$ cat src/rtl/debounce_multi.sv
// debounce_multi: N-channel switch/button debouncer.
// A single shared prescaler produces a one-clock sample tick every TICK_DIV
// cycles. Each channel synchronises its raw input through two flops, then
// confirms a level change only after N_SAMPLES consecutive ticks on which the
// synchronised input disagrees with the debounced level. Any cycle of
// agreement clears the confirm counter, so a bounce restarts confirmation.
// Press and release are symmetric; each change emits a registered one-clock
// rise_p or fall_p pulse aligned with the first cycle db shows the new level.
module debounce_multi #(
  parameter int N_CH      = 4,
  parameter int TICK_DIV  = 1000000,
  parameter int N_SAMPLES = 3
) (
  input  logic            clk,
  input  logic            rst,
  input  logic [N_CH-1:0] sw,
  output logic [N_CH-1:0] db,
  output logic [N_CH-1:0] rise_p,
  output logic [N_CH-1:0] fall_p,
  output logic            tick_o
);

  localparam int PW = (TICK_DIV > 1) ? $clog2(TICK_DIV) : 1;
  localparam int CW = $clog2(N_SAMPLES + 1);
  localparam logic [PW-1:0] P_LAST = PW'(TICK_DIV - 1);
  localparam logic [CW-1:0] C_LAST = CW'(N_SAMPLES - 1);

  logic [PW-1:0]          pre_q, pre_d;
  logic                   tick;
  logic [N_CH-1:0]        sync1_q, sync1_d;
  logic [N_CH-1:0]        sync2_q, sync2_d;
  logic [N_CH-1:0][CW-1:0] cnt_q, cnt_d;
  logic [N_CH-1:0]        db_q, db_d;
  logic [N_CH-1:0]        rise_q, rise_d;
  logic [N_CH-1:0]        fall_q, fall_d;

  // Prescaler: count 0..TICK_DIV-1, tick decoded combinationally on the last count.
  always_comb begin
    tick  = (pre_q == P_LAST);
    pre_d = tick ? '0 : pre_q + 1'b1;
  end

  // Two-flop synchroniser input chain; sync2_q is the only view of sw used downstream.
  always_comb begin
    sync1_d = sw;
    sync2_d = sync1_q;
  end

  // Per-channel confirm logic: clear on agreement, count disagreeing ticks, flip db on the last one.
  always_comb begin
    cnt_d  = cnt_q;
    db_d   = db_q;
    rise_d = '0;
    fall_d = '0;
    for (int i = 0; i < N_CH; i++) begin
      if (sync2_q[i] == db_q[i]) begin
        cnt_d[i] = '0;
      end else if (tick) begin
        if (cnt_q[i] == C_LAST) begin
          cnt_d[i]  = '0;
          db_d[i]   = sync2_q[i];
          rise_d[i] = sync2_q[i];
          fall_d[i] = ~sync2_q[i];
        end else begin
          cnt_d[i] = cnt_q[i] + 1'b1;
        end
      end
    end
  end

  // State registers; asynchronous reset clears all progress and outputs.
  always_ff @(posedge clk or posedge rst) begin
    if (rst) begin
      pre_q   <= '0;
      sync1_q <= '0;
      sync2_q <= '0;
      cnt_q   <= '0;
      db_q    <= '0;
      rise_q  <= '0;
      fall_q  <= '0;
    end else begin
      pre_q   <= pre_d;
      sync1_q <= sync1_d;
      sync2_q <= sync2_d;
      cnt_q   <= cnt_d;
      db_q    <= db_d;
      rise_q  <= rise_d;
      fall_q  <= fall_d;
    end
  end

  assign db     = db_q;
  assign rise_p = rise_q;
  assign fall_p = fall_q;
  assign tick_o = tick;

endmodule
$ cat config.mk
export PLATFORM = sky130hd
export DESIGN_NAME = debounce_multi
export DESIGN_NICKNAME = d
export VERILOG_FILES = /design/src/rtl/debounce_multi.sv
export SDC_FILE = /design/constraint.sdc
export NUM_CORES = 1
export LEC_CHECK = 0
export CORE_UTILIZATION = 45
export DETAILED_ROUTE_END_ITERATION = 7
export GPL_TIMING_DRIVEN = 0
export PLACE_DENSITY = 0.66
export SETUP_SLACK_MARGIN = 0.3
export SLEW_MARGIN = 20
export SYNTH_ARGS = -nofsm -noshare
export SYNTH_HDL_FRONTEND = slang
export SYNTH_SLANG_ARGS = --single-unit
$ cat constraint.sdc
create_clock -name clk -period 2.7 [get_ports clk]
set_input_delay 0.27 -clock clk [delete_from_list [all_inputs] [get_ports clk]]
set_output_delay 0.27 -clock clk [all_outputs]
set_load 0.01 [all_outputs]
==> impl_metrics.tcl <==
set metrics [dict create \
    grt_pass1_wl_um 6980 \
    nets 213 \
    synth_area_leaders "dfrtp_1, xnor2_1, xor2_1" \
    ys_types 37 \
    synthMostInstantiatedCell "dfrtp_1" \
    cts.sinks 48 \
    cts_tree "done" \
    finalSetupViolCount 0 \
    whs_ns 0.229 \
    synth_area_um2 2090 \
    pre_cts_ws_ns 0.239 \
    dieArea_um2 4930 \
    r2r_cells 6 \
    tightest_slew_ns 0.381 \
    min_period_ns 2.21 \
    cp-end-kind "flip-flop" \
    die_width_um 70.2 \
    wl_per_cell_um 14.9 \
    overflow 0 \
    grtUsageTotal_pct 18.1 \
    ys_ff_latch 48 \
    htreeDepth 2 \
    finalWeightedCongestion 0.733 \
    synth_compound_area_share_pct 7.35 \
    area_growth_pct 20.1 \
    ant_nets 0 \
    syn_nets 183 \
    cts.path.max_buffers 2 \
    slew_violations 0 \
    clkLatencyLatePin_ns 0.30 \
    synth_cells 176 \
    start_util_pct 47.4 \
    cts_hold_buf 0 \
    yosys.area.top_type "dfrtp_1" \
    drv_cap 0 \
    dp.cells 247 \
    drive_gt1_share_pct 16.4 \
    drc_errors 0 \
    worst-path-max-fanout 8 \
    die_y_um 70.2 \
    synthXorXnorAreaFrac_pct 6.69 \
    drt-total-wl_um 3870 \
    cts_buffers 5 \
    num_rows 24 \
    required_ns 2.89 \
    worst_ir_drop_vdd_uv 339 \
    drtIter0Drc 58 \
    ys_top_cells_by_count "dfrtp_1, o21ai_0, a21oi_1" \
    tns_ns 0 \
    vias 1451 \
    outcome "complete, no violations" \
    p_per_area_nw_per_um2 474 \
    rsz0062_at_grt "no" \
    yosys-mux-area-fraction_pct 2.15 \
    synthSimpleGateAreaFrac_pct 23.8 \
    grt_max_degree 37 \
    grt_pass1_vias 1481 \
    via_per_inst 5.60 \
    yosysSeqAreaShare_pct 57.3 \
    final_util_pct 57.0 \
    pin_count 19 \
    core_area_um2 4410 \
    cts.clk_slew.worst_paths_ns 0.08 \
    instances_no_fill 259 \
    dp_hpwl_um 2650 \
    hold_class "in2async" \
    slew_headroom_pct 74.5 \
    syn_avg_cell_area_um2 11.9 \
    critPathLaunchType "flip-flop" \
    hold_violations 0 \
    period_share_pct 81.9 \
    leakage_nw 1.09 \
    antenna_found_initial 0 \
    cp.arrival_ns 2.40 \
    critical_path_class "reg2reg" \
    synthArstFlopShare_pct 100 \
    finClkSkew_ns 0.00813 \
    portBuffers 18 \
    timing.final.ws_setup_ns 0.489 \
    synth_edf_count 0 \
    num_antenna_cells 0 \
    synth_top_area_share_pct 57.3 \
    first_pass_iters 4 \
    root_buffer "clkbuf_8" \
    synth_top_family_by_area "simple AND/OR/NAND/NOR gates" \
    ys_warn_count 0 \
    synthAdderAreaFrac_pct 0.597 \
    fmax_mhz 452 \
    synth_ff_type "dfrtp_1" \
]
==> registers in the layout, summed over array words and instances (netlist names) <==
signal   count
cnt_q        8
db           4
fall_p       4
pre_q       20
rise_p       4
sync1_q      4
sync2_q      4
==> per-stage QoR <==
| stage | power (mW) | instance area [um^2] |
|---|---|---|
| 2_1_floorplan | 0.756 | 2090 |
| 3_3_place_gp | 0.767 | 2340 |
| 3_5_place_dp | 0.773 | 2360 |
| 4_1_cts | 1.21 | 2520 |
| 5_1_grt | 1.25 | 2520 |
| 6_report | 1.19 | 2520 |
==> what timing repair did <==
item                       in CTS  in global routing
resized for setup              13                  0
setup endpoints to repair       1                  0
buffers inserted                4                  0
==> cell usage in the layout, fill, tap and decap left out, types with 7 or more instances in the layout <==
master,n
dfrtp_1,44
clkdlybuf4s50_1,17
o21ai_0,12
a21oi_1,11
xnor2_1,9
nand2_1,8
nand3_1,7
nor2_1,7
xor2_1,7
==> layer usage <==
metal / wire length (um) / GRT usage (%) / up-vias
met3: 126 / 5.34 / 8
met4: 61 / 5.78 / 0
met2: 1900 / 28.7 / 20
met5: 0 / 0 / -
li1: - / - / 693
met1: 1780 / 23.8 / 730
==> final cells by class <==
cell class                 count  area [um^2]
buffer                         5         32.5
clock buffer                   6         82.6
clock inverter                 2         10.0
fill                         390         1900
inverter                       4         17.5
multi-input combinational    119          873
sequential                    48         1210
tap                           52         65.1
timing repair buffer          23          229
==> path summary, 6_finish.rpt <==
| kind | start | end | slack [ns] |
|---|---|---|---|
| setup / recovery | pre_q[0]$_DFF_PP0_ | db[1]$_DFFE_PP0P_ | 0.49 |
| max in group asynchronous | rst | pre_q[11]$_DFF_PP0_ | 1.96 |
| setup reg to reg | pre_q[0]$_DFF_PP0_ | db[1]$_DFFE_PP0P_ | 0.49 |
| hold reg to reg | sync1_q[2]$_DFF_PP0_ | sync2_q[2]$_DFF_PP0_ | 0.36 |
| hold / removal | rst | sync1_q[0]$_DFF_PP0_ | 0.23 |
| min in group clk | sync1_q[2]$_DFF_PP0_ | sync2_q[2]$_DFF_PP0_ | 0.36 |
==> power breakdown <==
part           total [mW]  switching, mW  internal, mW
logic              0.0290         0.0171        0.0119
clock network       0.435          0.231         0.205
registers           0.728        0.00421         0.724
total                1.19          0.252         0.941
==> logic make-up (layout without fill, tap and decap cells) <==
logic type | after synthesis | count (layout)
AOI/OAI and AO/OA | 28 | 28
buffers and inverters | 9 | 40
xor gates and xnor gates | 16 | 16
and+or+nand+nor | 70 | 70
DFF | 48 | 48
adders and majority gates | 1 | 1
muxes | 4 | 4
==> critical path, cell delays in order (launching register included) <==
cell	delay, ns
dfrtp_1	0.41
ha_1	0.28
nand2_1	0.15
or3_1	0.35
buf_6	0.15
nor4b_2	0.39
mux2_1	0.36
(Power assumes the default switching activity.)
